===== config.mk =====
export PLATFORM = sky130hd
export DESIGN_NAME = harry_jump_ctrl
export DESIGN_NICKNAME = d
export VERILOG_FILES = /design/src/rtl/harry_jump_ctrl.sv
export SDC_FILE = /design/constraint.sdc
export NUM_CORES = 1
export LEC_CHECK = 0
export BUFFER_PORTS_ARGS = -buffer_cell sky130_fd_sc_hd__clkbuf_2
export CAP_MARGIN = 20
export CORE_UTILIZATION = 30
export DETAILED_ROUTE_END_ITERATION = 8
export GPL_TIMING_DRIVEN = 0
export PLACE_DENSITY = 0.52
export REMOVE_ABC_BUFFERS = 1
export SETUP_SLACK_MARGIN = 0.1
export SYNTH_ARGS = -nofsm -noshare
export SYNTH_HDL_FRONTEND = slang
export SYNTH_SLANG_ARGS = --single-unit

===== constraint.sdc =====
create_clock -name frame_clk -period 8.9 [get_ports frame_clk]
set_input_delay 0.89 -clock frame_clk [delete_from_list [all_inputs] [get_ports frame_clk]]
set_output_delay 0.89 -clock frame_clk [all_outputs]
set_load 0.005 [all_outputs]

===== src/rtl/harry_jump_ctrl.sv =====
// ---------------------------------------------------------------------------
// harry_jump_ctrl
//
// Frame-rate motion sequencer for Harry. Once per video frame it decides
// whether Harry stands, runs, jumps (rise / apex hold / fall), drops into a
// pit, dies and respawns, or leaves the level through the right edge. It owns
// Harry's X/Y position and publishes the new_level pulse.
//
// Configuration macro:
//   HARRY_AIR_CONTROL_EN - when defined, A/D steer Harry on every airborne
//                          frame. When undefined, the horizontal speed taken
//                          at takeoff is kept for the whole jump.
//
// Ports:
//   frame_clk   in   1  frame clock, one rising edge per video frame
//   Reset       in   1  synchronous active-high reset
//   keycode     in   8  USB keycode: 04 left (A), 07 right (D), 2C jump (space)
//   harry_death in   1  death request from collision logic, level-sampled
//   pit_below   in   1  no ground under Harry's current X
//   HarryX      out 10  sprite left X
//   HarryY      out 10  sprite top Y
//   HarryS_X    out 10  sprite width (constant)
//   HarryS_Y    out 10  sprite height (constant)
//   new_level   out  1  high for the single frame in which Harry exits right
//   airborne    out  1  high in JUMP_UP, APEX and FALL
//   respawning  out  1  high in DEAD
//   state       out  3  FSM state code for debug / sprite select
// ---------------------------------------------------------------------------
module harry_jump_ctrl #(
    parameter int X_START     = 20,
    parameter int Y_GROUND    = 280,
    parameter int X_MIN       = 0,
    parameter int X_MAX       = 639,
    parameter int Y_MAX       = 479,
    parameter int SIZE_X      = 16,
    parameter int SIZE_Y      = 32,
    parameter int JUMP_V0     = 8,
    parameter int MAX_FALL    = 8,
    parameter int GRAVITY_DIV = 2,
    parameter int APEX_HOLD   = 4,
    parameter int RESPAWN_FR  = 60
) (
    input  logic       frame_clk,
    input  logic       Reset,
    input  logic [7:0] keycode,
    input  logic       harry_death,
    input  logic       pit_below,
    output logic [9:0] HarryX,
    output logic [9:0] HarryY,
    output logic [9:0] HarryS_X,
    output logic [9:0] HarryS_Y,
    output logic       new_level,
    output logic       airborne,
    output logic       respawning,
    output logic [2:0] state
);

    typedef enum logic [2:0] {
        IDLE    = 3'd0,
        RUN     = 3'd1,
        JUMP_UP = 3'd2,
        APEX    = 3'd3,
        FALL    = 3'd4,
        LAND    = 3'd5,
        DEAD    = 3'd6
    } state_t;

    // Parameters resized once so every compare below is same-width.
    localparam logic [9:0]         X_START_P  = 10'(X_START);
    localparam logic [9:0]         Y_GROUND_P = 10'(Y_GROUND);
    localparam logic signed [10:0] X_MIN_S    = 11'(X_MIN);
    localparam logic signed [10:0] Y_GROUND_S = 11'(Y_GROUND);
    localparam logic signed [10:0] Y_MAX_S    = 11'(Y_MAX);
    localparam logic signed [10:0] SIZE_Y_S   = 11'(SIZE_Y);
    localparam logic [10:0]        X_MAX_U    = 11'(X_MAX);
    localparam logic [10:0]        SIZE_X_U   = 11'(SIZE_X);
    localparam logic signed [5:0]  JUMP_VY    = 6'(-JUMP_V0);
    localparam logic signed [5:0]  MAX_FALL_V = 6'(MAX_FALL);
    localparam logic [3:0]         GRAV_LAST  = 4'(GRAVITY_DIV - 1);
    localparam logic [5:0]         APEX_LAST  = 6'(APEX_HOLD - 1);
    localparam logic [5:0]         DEAD_LAST  = 6'(RESPAWN_FR - 1);

    state_t              state_q, state_n;
    logic [9:0]          x_q, x_n, y_q, y_n;
    logic signed [1:0]   vx_q, vx_n;
    logic signed [5:0]   vy_q, vy_n;
    logic [3:0]          grav_q, grav_n;
    logic [5:0]          cnt_q, cnt_n;
    logic                space_q;

    logic                key_left, key_right, key_space, space_rise;
    logic signed [1:0]   key_vx, vx_air, vx_use;
    logic signed [10:0]  x_sum, y_sum, y_bottom;
    logic [10:0]         x_right;
    logic [9:0]          x_step;
    logic signed [5:0]   vy_grav;
    logic [3:0]          grav_step;
    logic                death_req, exit_req;

    // Negative intermediate results pin to zero; anything else already fits.
    function automatic logic [9:0] clamp10(input logic signed [10:0] v);
        if (v < 11'sd0)
            return 10'd0;
        return v[9:0];
    endfunction

    // Keyboard decode. A jump only starts on the frame space goes down, so
    // holding space never produces a second jump.
    always_comb begin
        key_left   = (keycode == 8'h04);
        key_right  = (keycode == 8'h07);
        key_space  = (keycode == 8'h2C);
        space_rise = key_space && !space_q;
        if (key_right)
            key_vx = 2'sd1;
        else if (key_left)
            key_vx = 2'b11;
        else
            key_vx = 2'sd0;
    end

    // Shared position and gravity arithmetic, done in 11 signed bits so that
    // stepping past the left edge or the ceiling is visible as a negative.
    always_comb begin
`ifdef HARRY_AIR_CONTROL_EN
        vx_air = key_vx;
`else
        vx_air = vx_q;
`endif
        vx_use   = (state_q == IDLE || state_q == RUN) ? key_vx : vx_air;
        x_sum    = $signed({1'b0, x_q}) + $signed({{9{vx_use[1]}}, vx_use});
        x_step   = (x_sum < X_MIN_S) ? X_MIN_S[9:0] : clamp10(x_sum);
        y_sum    = $signed({1'b0, y_q}) + $signed({{5{vy_q[5]}}, vy_q});
        y_bottom = y_sum + SIZE_Y_S;
        x_right  = {1'b0, x_q} + SIZE_X_U;
        if (grav_q == GRAV_LAST) begin
            vy_grav   = vy_q + 6'sd1;
            grav_step = 4'd0;
        end else begin
            vy_grav   = vy_q;
            grav_step = grav_q + 4'd1;
        end
    end

    // Frame-level overrides: a death request beats a level exit, and neither
    // applies while Harry is already dead.
    always_comb begin
        death_req = harry_death && (state_q != DEAD);
        exit_req  = (x_right >= X_MAX_U) && !death_req && (state_q != DEAD);
    end

    // State register together with the position / velocity datapath.
    always_ff @(posedge frame_clk) begin
        if (Reset) begin
            state_q <= IDLE;
            x_q     <= X_START_P;
            y_q     <= Y_GROUND_P;
            vx_q    <= 2'sd0;
            vy_q    <= 6'sd0;
            grav_q  <= 4'd0;
            cnt_q   <= 6'd0;
            space_q <= 1'b0;
        end else begin
            state_q <= state_n;
            x_q     <= x_n;
            y_q     <= y_n;
            vx_q    <= vx_n;
            vy_q    <= vy_n;
            grav_q  <= grav_n;
            cnt_q   <= cnt_n;
            space_q <= key_space;
        end
    end

    // Next-state logic. cnt_q times both the apex hold and the dead period,
    // and is cleared on entry to either state.
    always_comb begin
        state_n = state_q;
        x_n     = x_q;
        y_n     = y_q;
        vx_n    = vx_q;
        vy_n    = vy_q;
        grav_n  = grav_q;
        cnt_n   = cnt_q;
        if (death_req) begin
            state_n = DEAD;
            vx_n    = 2'sd0;
            vy_n    = 6'sd0;
            grav_n  = 4'd0;
            cnt_n   = 6'd0;
        end else if (exit_req) begin
            state_n = IDLE;
            x_n     = X_START_P;
            y_n     = Y_GROUND_P;
            vx_n    = 2'sd0;
            vy_n    = 6'sd0;
            grav_n  = 4'd0;
            cnt_n   = 6'd0;
        end else begin
            case (state_q)
                IDLE, RUN: begin
                    x_n  = x_step;
                    vx_n = key_vx;
                    if (pit_below) begin
                        state_n = FALL;
                        vy_n    = 6'sd1;
                        grav_n  = 4'd0;
                    end else if (space_rise) begin
                        state_n = JUMP_UP;
                        vy_n    = JUMP_VY;
                        grav_n  = 4'd0;
                    end else if (key_vx != 2'sd0) begin
                        state_n = RUN;
                    end else begin
                        state_n = IDLE;
                    end
                end
                JUMP_UP: begin
                    x_n  = x_step;
                    vx_n = vx_air;
                    if (y_sum < 11'sd0) begin
                        y_n     = 10'd0;
                        vy_n    = 6'sd0;
                        grav_n  = 4'd0;
                        cnt_n   = 6'd0;
                        state_n = APEX;
                    end else begin
                        y_n    = clamp10(y_sum);
                        vy_n   = vy_grav;
                        grav_n = grav_step;
                        if (vy_grav == 6'sd0) begin
                            cnt_n   = 6'd0;
                            state_n = APEX;
                        end
                    end
                end
                APEX: begin
                    x_n  = x_step;
                    vx_n = vx_air;
                    if (cnt_q == APEX_LAST) begin
                        state_n = FALL;
                        vy_n    = 6'sd1;
                        grav_n  = 4'd0;
                        cnt_n   = 6'd0;
                    end else begin
                        cnt_n = cnt_q + 6'd1;
                    end
                end
                FALL: begin
                    x_n    = x_step;
                    vx_n   = vx_air;
                    grav_n = grav_step;
                    vy_n   = (vy_grav > MAX_FALL_V) ? MAX_FALL_V : vy_grav;
                    if (y_sum >= Y_GROUND_S && !pit_below) begin
                        y_n     = Y_GROUND_P;
                        vy_n    = 6'sd0;
                        grav_n  = 4'd0;
                        state_n = LAND;
                    end else if (y_bottom >= Y_MAX_S) begin
                        y_n     = clamp10(y_sum);
                        vy_n    = 6'sd0;
                        grav_n  = 4'd0;
                        cnt_n   = 6'd0;
                        state_n = DEAD;
                    end else begin
                        y_n = clamp10(y_sum);
                    end
                end
                LAND: begin
                    vx_n    = 2'sd0;
                    state_n = (key_vx != 2'sd0) ? RUN : IDLE;
                end
                DEAD: begin
                    if (cnt_q == DEAD_LAST) begin
                        state_n = IDLE;
                        x_n     = X_START_P;
                        y_n     = Y_GROUND_P;
                        cnt_n   = 6'd0;
                    end else begin
                        cnt_n = cnt_q + 6'd1;
                    end
                end
                default: state_n = IDLE;
            endcase
        end
    end

    // Outputs. new_level is taken straight from the exit decision so it lines
    // up with the frame that shows Harry at the right edge and vanishes if
    // death or reset wins that frame.
    always_comb begin
        HarryX     = x_q;
        HarryY     = y_q;
        HarryS_X   = 10'(SIZE_X);
        HarryS_Y   = 10'(SIZE_Y);
        state      = state_q;
        airborne   = (state_q == JUMP_UP) || (state_q == APEX) || (state_q == FALL);
        respawning = (state_q == DEAD);
        new_level  = exit_req && !Reset;
    end

endmodule


==> results of run 1 <==
per-layer routing:
layer,wire [µm],vias to the layer above,GRT usage,part of all wire
met2,4460,54,0.252,0.46
met5,0,-,0,0
met3,307,7,0.0244,0.032
met4,74,0,0.0338,0.0077
li1,-,1788,-,-
met1,4800,1644,0.207,0.50
worst max-delay path, stage by stage:
cell	delay (ns)
clkbuf_2	0.07
or4b_1	0.57
nor3_1	0.20
nand3_1	0.13
nand2_1	0.44
ha_1	0.37
a21o_1	0.19
a21oi_1	0.21
o21bai_1	0.09
a21oi_1	0.22
o21ai_0	0.19
or4_1	0.43
nand3_1	0.20
and2_1	0.32
a22o_1	0.19
report_power, final:
part | internal (µW) | switching [µW]
Combinational | 218 | 355
Clock | 111 | 78.5
Sequential | 207 | 45.7
Total | 536 | 479
registers in the layout (all words and copies together) (netlist names):
signal and count:
HarryX 10, HarryY 10, cnt_q 6, grav_q 4, space_q 1, state 3, vx_air 2, vy_q 6
stage by stage:
stage / power [µW] / std cells / utilization / setup slack (ns)
2_1_floorplan: 672 / 453 / - / 4.73
3_3_place_gp: 823 / 658 / 0.331 / 4.13
3_5_place_dp: 826 / 658 / 0.331 / 4.08
4_1_cts: 1020 / 666 / 0.344 / 4.38
5_1_grt: 1100 / 666 / 0.344 / 4.05
6_report: 1020 / 666 / 0.344 / 4.41
Yosys cell counts, drive strengths merged, types with 9 or more instances:
cell,instances,share of area
nand2,42,0.043
clkbuf,11,0.011
nand3,15,0.021
ha,31,0.10
or2,9,0.015
buf,23,0.043
a211oi,9,0.023
xnor2,10,0.023
dfxtp,42,0.22
and3,10,0.017
nor2b,11,0.018
a21oi,36,0.051
o21ai,28,0.038
inv,12,0.012
nor2,34,0.034
worst max path at each step:
stage          cells past startpoint  slack, ns        end  startpoint
2_1_floorplan                     14       4.73  HarryX[0]  keycode[4]
4_1_cts                           15       4.38  HarryX[0]  keycode[4]
6_report                          15       4.41  HarryX[0]  keycode[4]
3_5_place_dp                      15       4.08  HarryX[0]  keycode[4]
3_3_place_gp                      15       4.13  HarryX[0]  keycode[4]
5_1_grt                           15       4.05  HarryX[0]  keycode[4]
layout make-up:
type / count / share of cell area
repair buffers: 37 / 0.0445
clock buffers: 6 / 0.0333
multi-input cells: 399 / 0.656
well taps: 168 / 0.0505
flip-flops and latches: 42 / 0.202
inverters: 12 / 0.0108
clock inverters: 2 / 0.00300
cell families after synthesis:
group	after synthesis
other	2
DFF	42
adders and majority gates	33
xor gates and xnor gates	18
and+or+nand+nor	171
buffers and inverters	46
AOI/OAI and AO/OA	157
==> summary.md, run 1 <==
| Metric | Value |
|---|---|
| Result of the run | `complete, no violations` |
| Syn avg cell area | `8.01 µm²` |
| First-pass iteration count of the detailed router | `4` |
| Hold Path Depth | `2` |
| Hold Crit Class | `register to register` |
| Mux share of post-synthesis cell area | `0` |
| Setup TNS | `0 ns` |
| TritonCTS clock tree | `built` |
| Leading register cell type out of synthesis | `dfxtp_1` |
| Clk_skew | `0.00613 ns` |
| Number of DRC markers after the initial detailed-route iteration | `175` |
| Number of synthesis warnings | `0` |
| Max Cap Violations | `0` |
| Buffer depth of the longest clock path | `2` |
| Most common cell after layout, fill and taps aside | `dfxtp_1` |
| Routability congestion estimate from global placement | `0.799` |
| Final hold vios | `0` |
| Io pins | `58` |
| Detail Placement HPWL | `around 7.4 mm` |
| Origin of the critical flop-to-flop path | `state[1]` |
| Vertical extent of the die | `114 µm` |
| Leading cell types in the layout, fill and taps excluded | `dfxtp_1, nand2_1, clkbuf_2, a21oi_1, nor2_1` |
| Clock period minus worst slack | `4.49 ns` |
| Post-Synth Adder-Cell Area | `0.114` |
| Quantity of hold-fixing buffers added after cts | `0` |
| Async set-or-reset flop fraction in the synthesized netlist | `0` |
| Capturing element type of the critical path | `register` |
| Maximum frequency from static timing analysis | `0.223 GHz` |
| GRT Total Usage | `0.152` |
| Share of the synthesized area in compound gates (AO/OA/AOI/OAI) | `0.307` |
| Mapped Area | `0.00375 mm²` |
| Setup repair after global routing missed its margin | `no` |
| Required time worst endpoint | `roughly 9.1 ns` |
| Headroom to the max-slew limit | `0.432` |
| Worst-case reg-to-reg path depth | `13` |
| Wire length per cell after detailed routing | `14.5 µm` |
| Clock-pin transition on the worst setup and hold timing paths | `0.06 ns` |
| Fraction of layout instances using a drive strength above 1 | `0.147` |
| FF/Latch Area | `841 µm²` |
| Number of gates resized after cts | `0` |
| Effective utilization at floorplan | `0.310` |
| Startpoint Class | `input pin` |
| Largest fanout on the critical path | `16` |
| Final std cell area, no fill | `0.00417 mm²` |
| Count of buffers from port buffering | `37` |
| Antenna-violating nets left | `0` |
| Share of synthesized cell area in and, or, nand and nor gates | `0.239` |
| Vias in the first global route | `3,207` |
| Xor-xnor portion of the synthesized cell area | `0.0480` |
| Count of mapped cells out of synthesis | `469` |
| Post-Route WL | `~9.6 mm` |
| Worst min-delay path startpoint | `vx_air[1]` |
| Number of antenna violations at the first check in global routing | `0` |
| Power density relative to cell area | `244 mW/mm²` |
| Number of nets in the finished design | `around 540` |
| Number of levels the H-tree was split into | `2` |
| Start-to-end type of the worst setup path | `input pin to register` |
| Hold_ws | `0.477 ns` |
| Number of distinct library cells after synthesis | `79` |
| Total setup buffers inserted after CTS | `0` |
| Cell area after placement | `~0.004 mm²` |
| Die W | `114 µm` |
| Final worst path period share | `0.505` |
| Worst slew pin tran | `0.850 ns` |
| CTS sink count | `42` |
| Multi-input gate area | `roughly 0.0027 mm²` |
| Final setup vio count | `0` |
| GR Overflow Total | `0` |
| Number of buffers created by CTS | `5` |
| Share of synthesized area occupied by flip-flops and latches | `0.224` |
| Yosys reg bits | `42` |
| Clk Latency, worst-skew pair | `slightly below 0.3 ns` |
| Vias per cell | `approximately 5.2` |
| Register-to-Register Setup Slack | `just under 5 ns` |
| Maximum number of pins on one net before global-route repair | `24` |
| Final Slew Violations | `0` |
| Drt drc | `0` |
| Cell chosen for the clock root | `clkbuf_16` |
| # fillers | `about 1,300` |
| Count of inserted antenna diode cells | `0` |
| Hold-critical path endpoint | `vx_air[1]` |
| Leakage Power | `about 0.0018 µW` |
| Growth of design area from synthesis to finish | `10.9%` |
| Core Box Area | `0.0121 mm²` |
| Max VDD drop | `103 µV` |
| Standard-cell rows | `40` |
| Reg2reg end | `HarryX[0]` |
| Global-route wire length before repair | `approximately 16 mm` |
| Data arrival at the endpoint of the critical path | `4.73 ns` |
| Die footprint | `between 0.01 and 0.015 mm²` |
| EDFF count, synth | `0` |
| Main combinational cell family by area after synthesis | `compound AO/OA/AOI/OAI gates` |
| Detailed-route via count | `3,493` |
Power figures use the tool's default switching activity.
==> inputs of run 2 (changes only) <==
--- a/config.mk
+++ b/config.mk
@@ -5,12 +5,13 @@
 export SDC_FILE = /design/constraint.sdc
 export NUM_CORES = 1
 export LEC_CHECK = 0
+export ABC_AREA = 1
 export BUFFER_PORTS_ARGS = -buffer_cell sky130_fd_sc_hd__clkbuf_2
 export CAP_MARGIN = 20
 export CORE_UTILIZATION = 30
 export DETAILED_ROUTE_END_ITERATION = 8
 export GPL_TIMING_DRIVEN = 0
-export PLACE_DENSITY = 0.52
+export PLACE_DENSITY = 0.53
 export REMOVE_ABC_BUFFERS = 1
 export SETUP_SLACK_MARGIN = 0.1
 export SYNTH_ARGS = -nofsm -noshare
==> constraint.sdc (replaced) <==
create_clock -name frame_clk -period 3.78 [get_ports frame_clk]
set_input_delay 0.378 -clock frame_clk [delete_from_list [all_inputs] [get_ports frame_clk]]
set_output_delay 0.378 -clock frame_clk [all_outputs]
set_load 0.005 [all_outputs]
==> summary.md, run 2 <==
| Metric | Value |
|---|---|
| Result of the run | `complete, no violations (unchanged)` |
| Biggest area consumer among synthesized cells | `dfxtp_1 (unchanged)` |
| Worst slew pin tran | `0.938 ns (was 0.850 ns)` |
| Vias per cell | `4.86 (was 5.24)` |
| Count of buffers from port buffering | `37 (unchanged)` |
| Most common cell in the netlist | `nand2_1 (was dfxtp_1)` |
| Clk Latency, worst-skew pair | `0.29 ns (about the same)` |
| Quantity of hold-fixing buffers added after cts | `0 (unchanged)` |
| Vias in the first global route | `3,749 (was 3,207)` |
| Number of DRC markers after the initial detailed-route iteration | `178 (was 175)` |
| Vertical extent of the die | `118 µm (was 114 µm)` |
| Maximum number of pins on one net before global-route repair | `19 (was 24)` |
| Post-Route WL | `10.6 mm (was 9.65 mm)` |
| Startpoint Class | `register (was input pin)` |
| Most common cell after layout, fill and taps aside | `nand2_1 (was dfxtp_1)` |
| Data arrival at the endpoint of the critical path | `3.37 ns (was 4.73 ns)` |
| Antenna-violating nets left | `0 (unchanged)` |
| Final setup vio count | `0 (unchanged)` |
| Die footprint | `0.0139 mm² (was 0.0130 mm²)` |
| Largest fanout on the critical path | `11 (was 16)` |
| Die W | `118 µm (was 114 µm)` |
| Leading register cell type out of synthesis | `dfxtp_1 (unchanged)` |
| Cell chosen for the clock root | `clkbuf_16 (unchanged)` |
| Maximum frequency from static timing analysis | `0.314 GHz` |
| Share of synthesized area occupied by flip-flops and latches | `0.209 (was 0.224)` |
| Leakage Power | `0.00228 µW (was 0.00177 µW)` |
| Yosys reg bits | `42 (unchanged)` |
| Capturing element type of the critical path | `register (unchanged)` |
| Growth of design area from synthesis to finish | `12.7% (was 10.9%)` |
| Clk_skew | `0.00548 ns (was 0.00613 ns)` |
| Setup TNS | `0 ns (unchanged)` |
| Wire length per cell after detailed routing | `12.5 µm (was 14.5 µm)` |
| Core Box Area | `0.0128 mm² (was 0.0121 mm²)` |
| Number of antenna violations at the first check in global routing | `0 (unchanged)` |
| Number of synthesis warnings | `0 (unchanged)` |
| Buffer depth of the longest clock path | `2 (unchanged)` |
| Final std cell area, no fill | `0.00453 mm² (was 0.00417 mm²)` |
| Number of nets in the finished design | `719 (was 542)` |
| Fraction of layout instances using a drive strength above 1 | `0.144 (was 0.147)` |
| GRT Total Usage | `0.157 (was 0.152)` |
| Biggest cell delay along the critical path | `0.42 ns (was 0.57 ns)` |
| Routability congestion estimate from global placement | `0.873 (was 0.799)` |
| Max VDD drop | `218 µV (was 103 µV)` |
| Start-to-end type of the worst setup path | `register to register (was input pin to register)` |
| EDFF count, synth | `0 (unchanged)` |
| GR Overflow Total | `0 (unchanged)` |
| Cell repeated most along the worst path | `nand2_1` |
| Number of distinct library cells after synthesis | `48 (was 79)` |
| Headroom to the max-slew limit | `0.372 (was 0.432)` |
| Effective utilization at floorplan | `0.314 (was 0.310)` |
| Count of mapped cells out of synthesis | `634 (was 469)` |
| Area share of the leading cell type in the synthesized netlist | `0.209 (was 0.224)` |
| Standard-cell rows | `41 (was 40)` |
| Leading cell types in the layout, fill and taps excluded | `nand2_1, inv_1, nand3_1, nor2_1, a21oi_1 (was dfxtp_1, nand2_1, clkbuf_2, a21oi_1, nor2_1)` |
| Required time worst endpoint | `3.96 ns (was 9.13 ns)` |
| CTS sink count | `42 (unchanged)` |
| Syn avg cell area | `6.35 µm² (was 8.01 µm²)` |
| Critical-path cell list | `ha_1 -> fa_1 -> nand2_1 -> nand2_2 -> nand3_2 -> nand2_1 -> nand2_1 -> nand2_2 -> ha_1 -> nand2_1 -> nor2_1 -> nand2_1 -> nand3b_1 -> nand3_1 -> nand2_1 -> nand2_2 -> nand2_1 -> nand2_1 -> a21boi_0 -> nor2_1 (was clkbuf_2 -> or4b_1 -> nor3_1 -> nand3_1 -> nand2_1 -> ha_1 -> a21o_1 -> a21oi_1 -> o21bai_1 -> a21oi_1 -> o21ai_0 -> or4_1 -> nand3_1 -> and2_1 -> a22o_1)` |
| Final Slew Violations | `0 (unchanged)` |
| Number of buffers created by CTS | `5 (unchanged)` |
| Detailed-route via count | `4,118 (was 3,493)` |
| Global-route wire length before repair | `17.9 mm (was 15.8 mm)` |
| Final worst path period share | `0.843` |
| Clock-pin transition on the worst setup and hold timing paths | `0.07 ns (was 0.06 ns)` |
| Most common library cells after synthesis | `nand2_1, inv_1, nand3_1 (was dfxtp_1, nand2_1, a21oi_1)` |
| Drt drc | `0 (unchanged)` |
| TritonCTS clock tree | `built (unchanged)` |
| Detail Placement HPWL | `8.34 mm (was 7.37 mm)` |
| First-pass iteration count of the detailed router | `5 (was 4)` |
| Leading cell types by total area after synthesis | `dfxtp_1, nand2_1, ha_1, nand3_1, inv_1 (was dfxtp_1, ha_1, a21oi_1, nand2_1, buf_4)` |
| Number of levels the H-tree was split into | `2 (unchanged)` |
| Async set-or-reset flop fraction in the synthesized netlist | `0 (unchanged)` |
| Max Cap Violations | `0 (unchanged)` |
| Count of inserted antenna diode cells | `0 (unchanged)` |
| Cell area after placement | `0.00430 mm² (was 0.00401 mm²)` |
| Setup repair after global routing missed its margin | `no (unchanged)` |
| Power density relative to cell area | `648 mW/mm² (was 244 mW/mm²)` |
| Hold Crit Class | `input pin to register (was register to register)` |
| Mapped Area | `0.00403 mm² (was 0.00375 mm²)` |
| Io pins | `58 (unchanged)` |
| Final hold vios | `0 (unchanged)` |
| Clock period minus worst slack | `3.19 ns` |
| Slowest library cell on the worst path | `fa_1 (was or4b_1)` |
-- run 2: cell count changes after synthesis, sizes merged, moves of 9 or more --
cell   previous run  this run
nand2            42       187
inv              12        82
nand3            15        64
nor2             34        60
a21oi            36        55
nor2b            11         0
and3             10         0
o21ai            28        18
nand4             4        13
-- run 2: kinds of logic after synthesis --
| family | share of synthesized area |
|---|---|
| other cells | 0.00187 |
| flops | 0.209 |
| simple gates | 0.397 |
| fa+ha+maj | 0.106 |
| xor+xnor | 0.0326 |
| compound gates | 0.127 |
| buf+inv | 0.126 |
-- run 2: worst max-delay path, delay by kind of cell, from the launching register on --
kind	cells	cell delay, ns
AO/OA/AOI/OAI	1	0.18
adder cells (fa/ha/maj)	3	0.97
flip-flops	1	0.37
AND/OR/NAND/NOR	16	1.58
-- run 2: stage by stage --
step | utilization | worst slack, ns | total power, µW | hold slack, ns | std cells
after floorplan | - | 0.742 | 1900 | 0.447 | 626
after global placement | 0.335 | 0.0946 | 2340 | 0.487 | 835
after detailed placement | 0.335 | 0.0697 | 2360 | 0.499 | 835
after CTS | 0.351 | 0.145 | 2950 | 0.423 | 843
after global routing | 0.354 | 0.294 | 3220 | 0.464 | 847
final | 0.354 | 0.594 | 2940 | 0.423 | 847
-- run 2: where the power goes --
part,leakage (µW),internal [µW],switching [µW]
registers,0.000341,507,98.2
clock network,0.0000940,380,195
logic,0.00184,540,1220
total,0.00228,1430,1510
-- run 2: path summary, 6_finish.rpt --
check | start | endpoint | slack [ns] | cells after the start
worst min-delay path | keycode[5] | space_q | 0.42 | 5
worst max register to register | vy_q[0] | state[2] | 0.59 | 20
worst min register to register | cnt_q[1] | cnt_q[1] | 0.50 | 2
worst max-delay path | vy_q[0] | state[2] | 0.59 | 20
-- run 2: layer usage --
| metal | up-vias | GRT usage | share of wire |
|---|---|---|---|
| li1 | 2110 | - | - |
| met1 | 1917 | 0.201 | 0.48 |
| met2 | 87 | 0.272 | 0.48 |
| met3 | 4 | 0.0213 | 0.032 |
| met4 | 0 | 0.0481 | 0.0069 |
| met5 | - | 0 | 0 |
-- run 2: what timing repair did --
item                                    CTS  global route
endpoints found under the setup margin    0            10
resized for setup                         0             1
buffers inserted                          0             4
-- run 2: area by class of cell --
class,count,area (µm²)
Multi-Input combinational cell,500,2750
Fill cell,1423,8290
Inverter,84,317
Clock inverter,3,68.8
Tap cell,172,215
Timing Repair Buffer,41,215
Clock buffer,5,125
Sequential cell,42,841
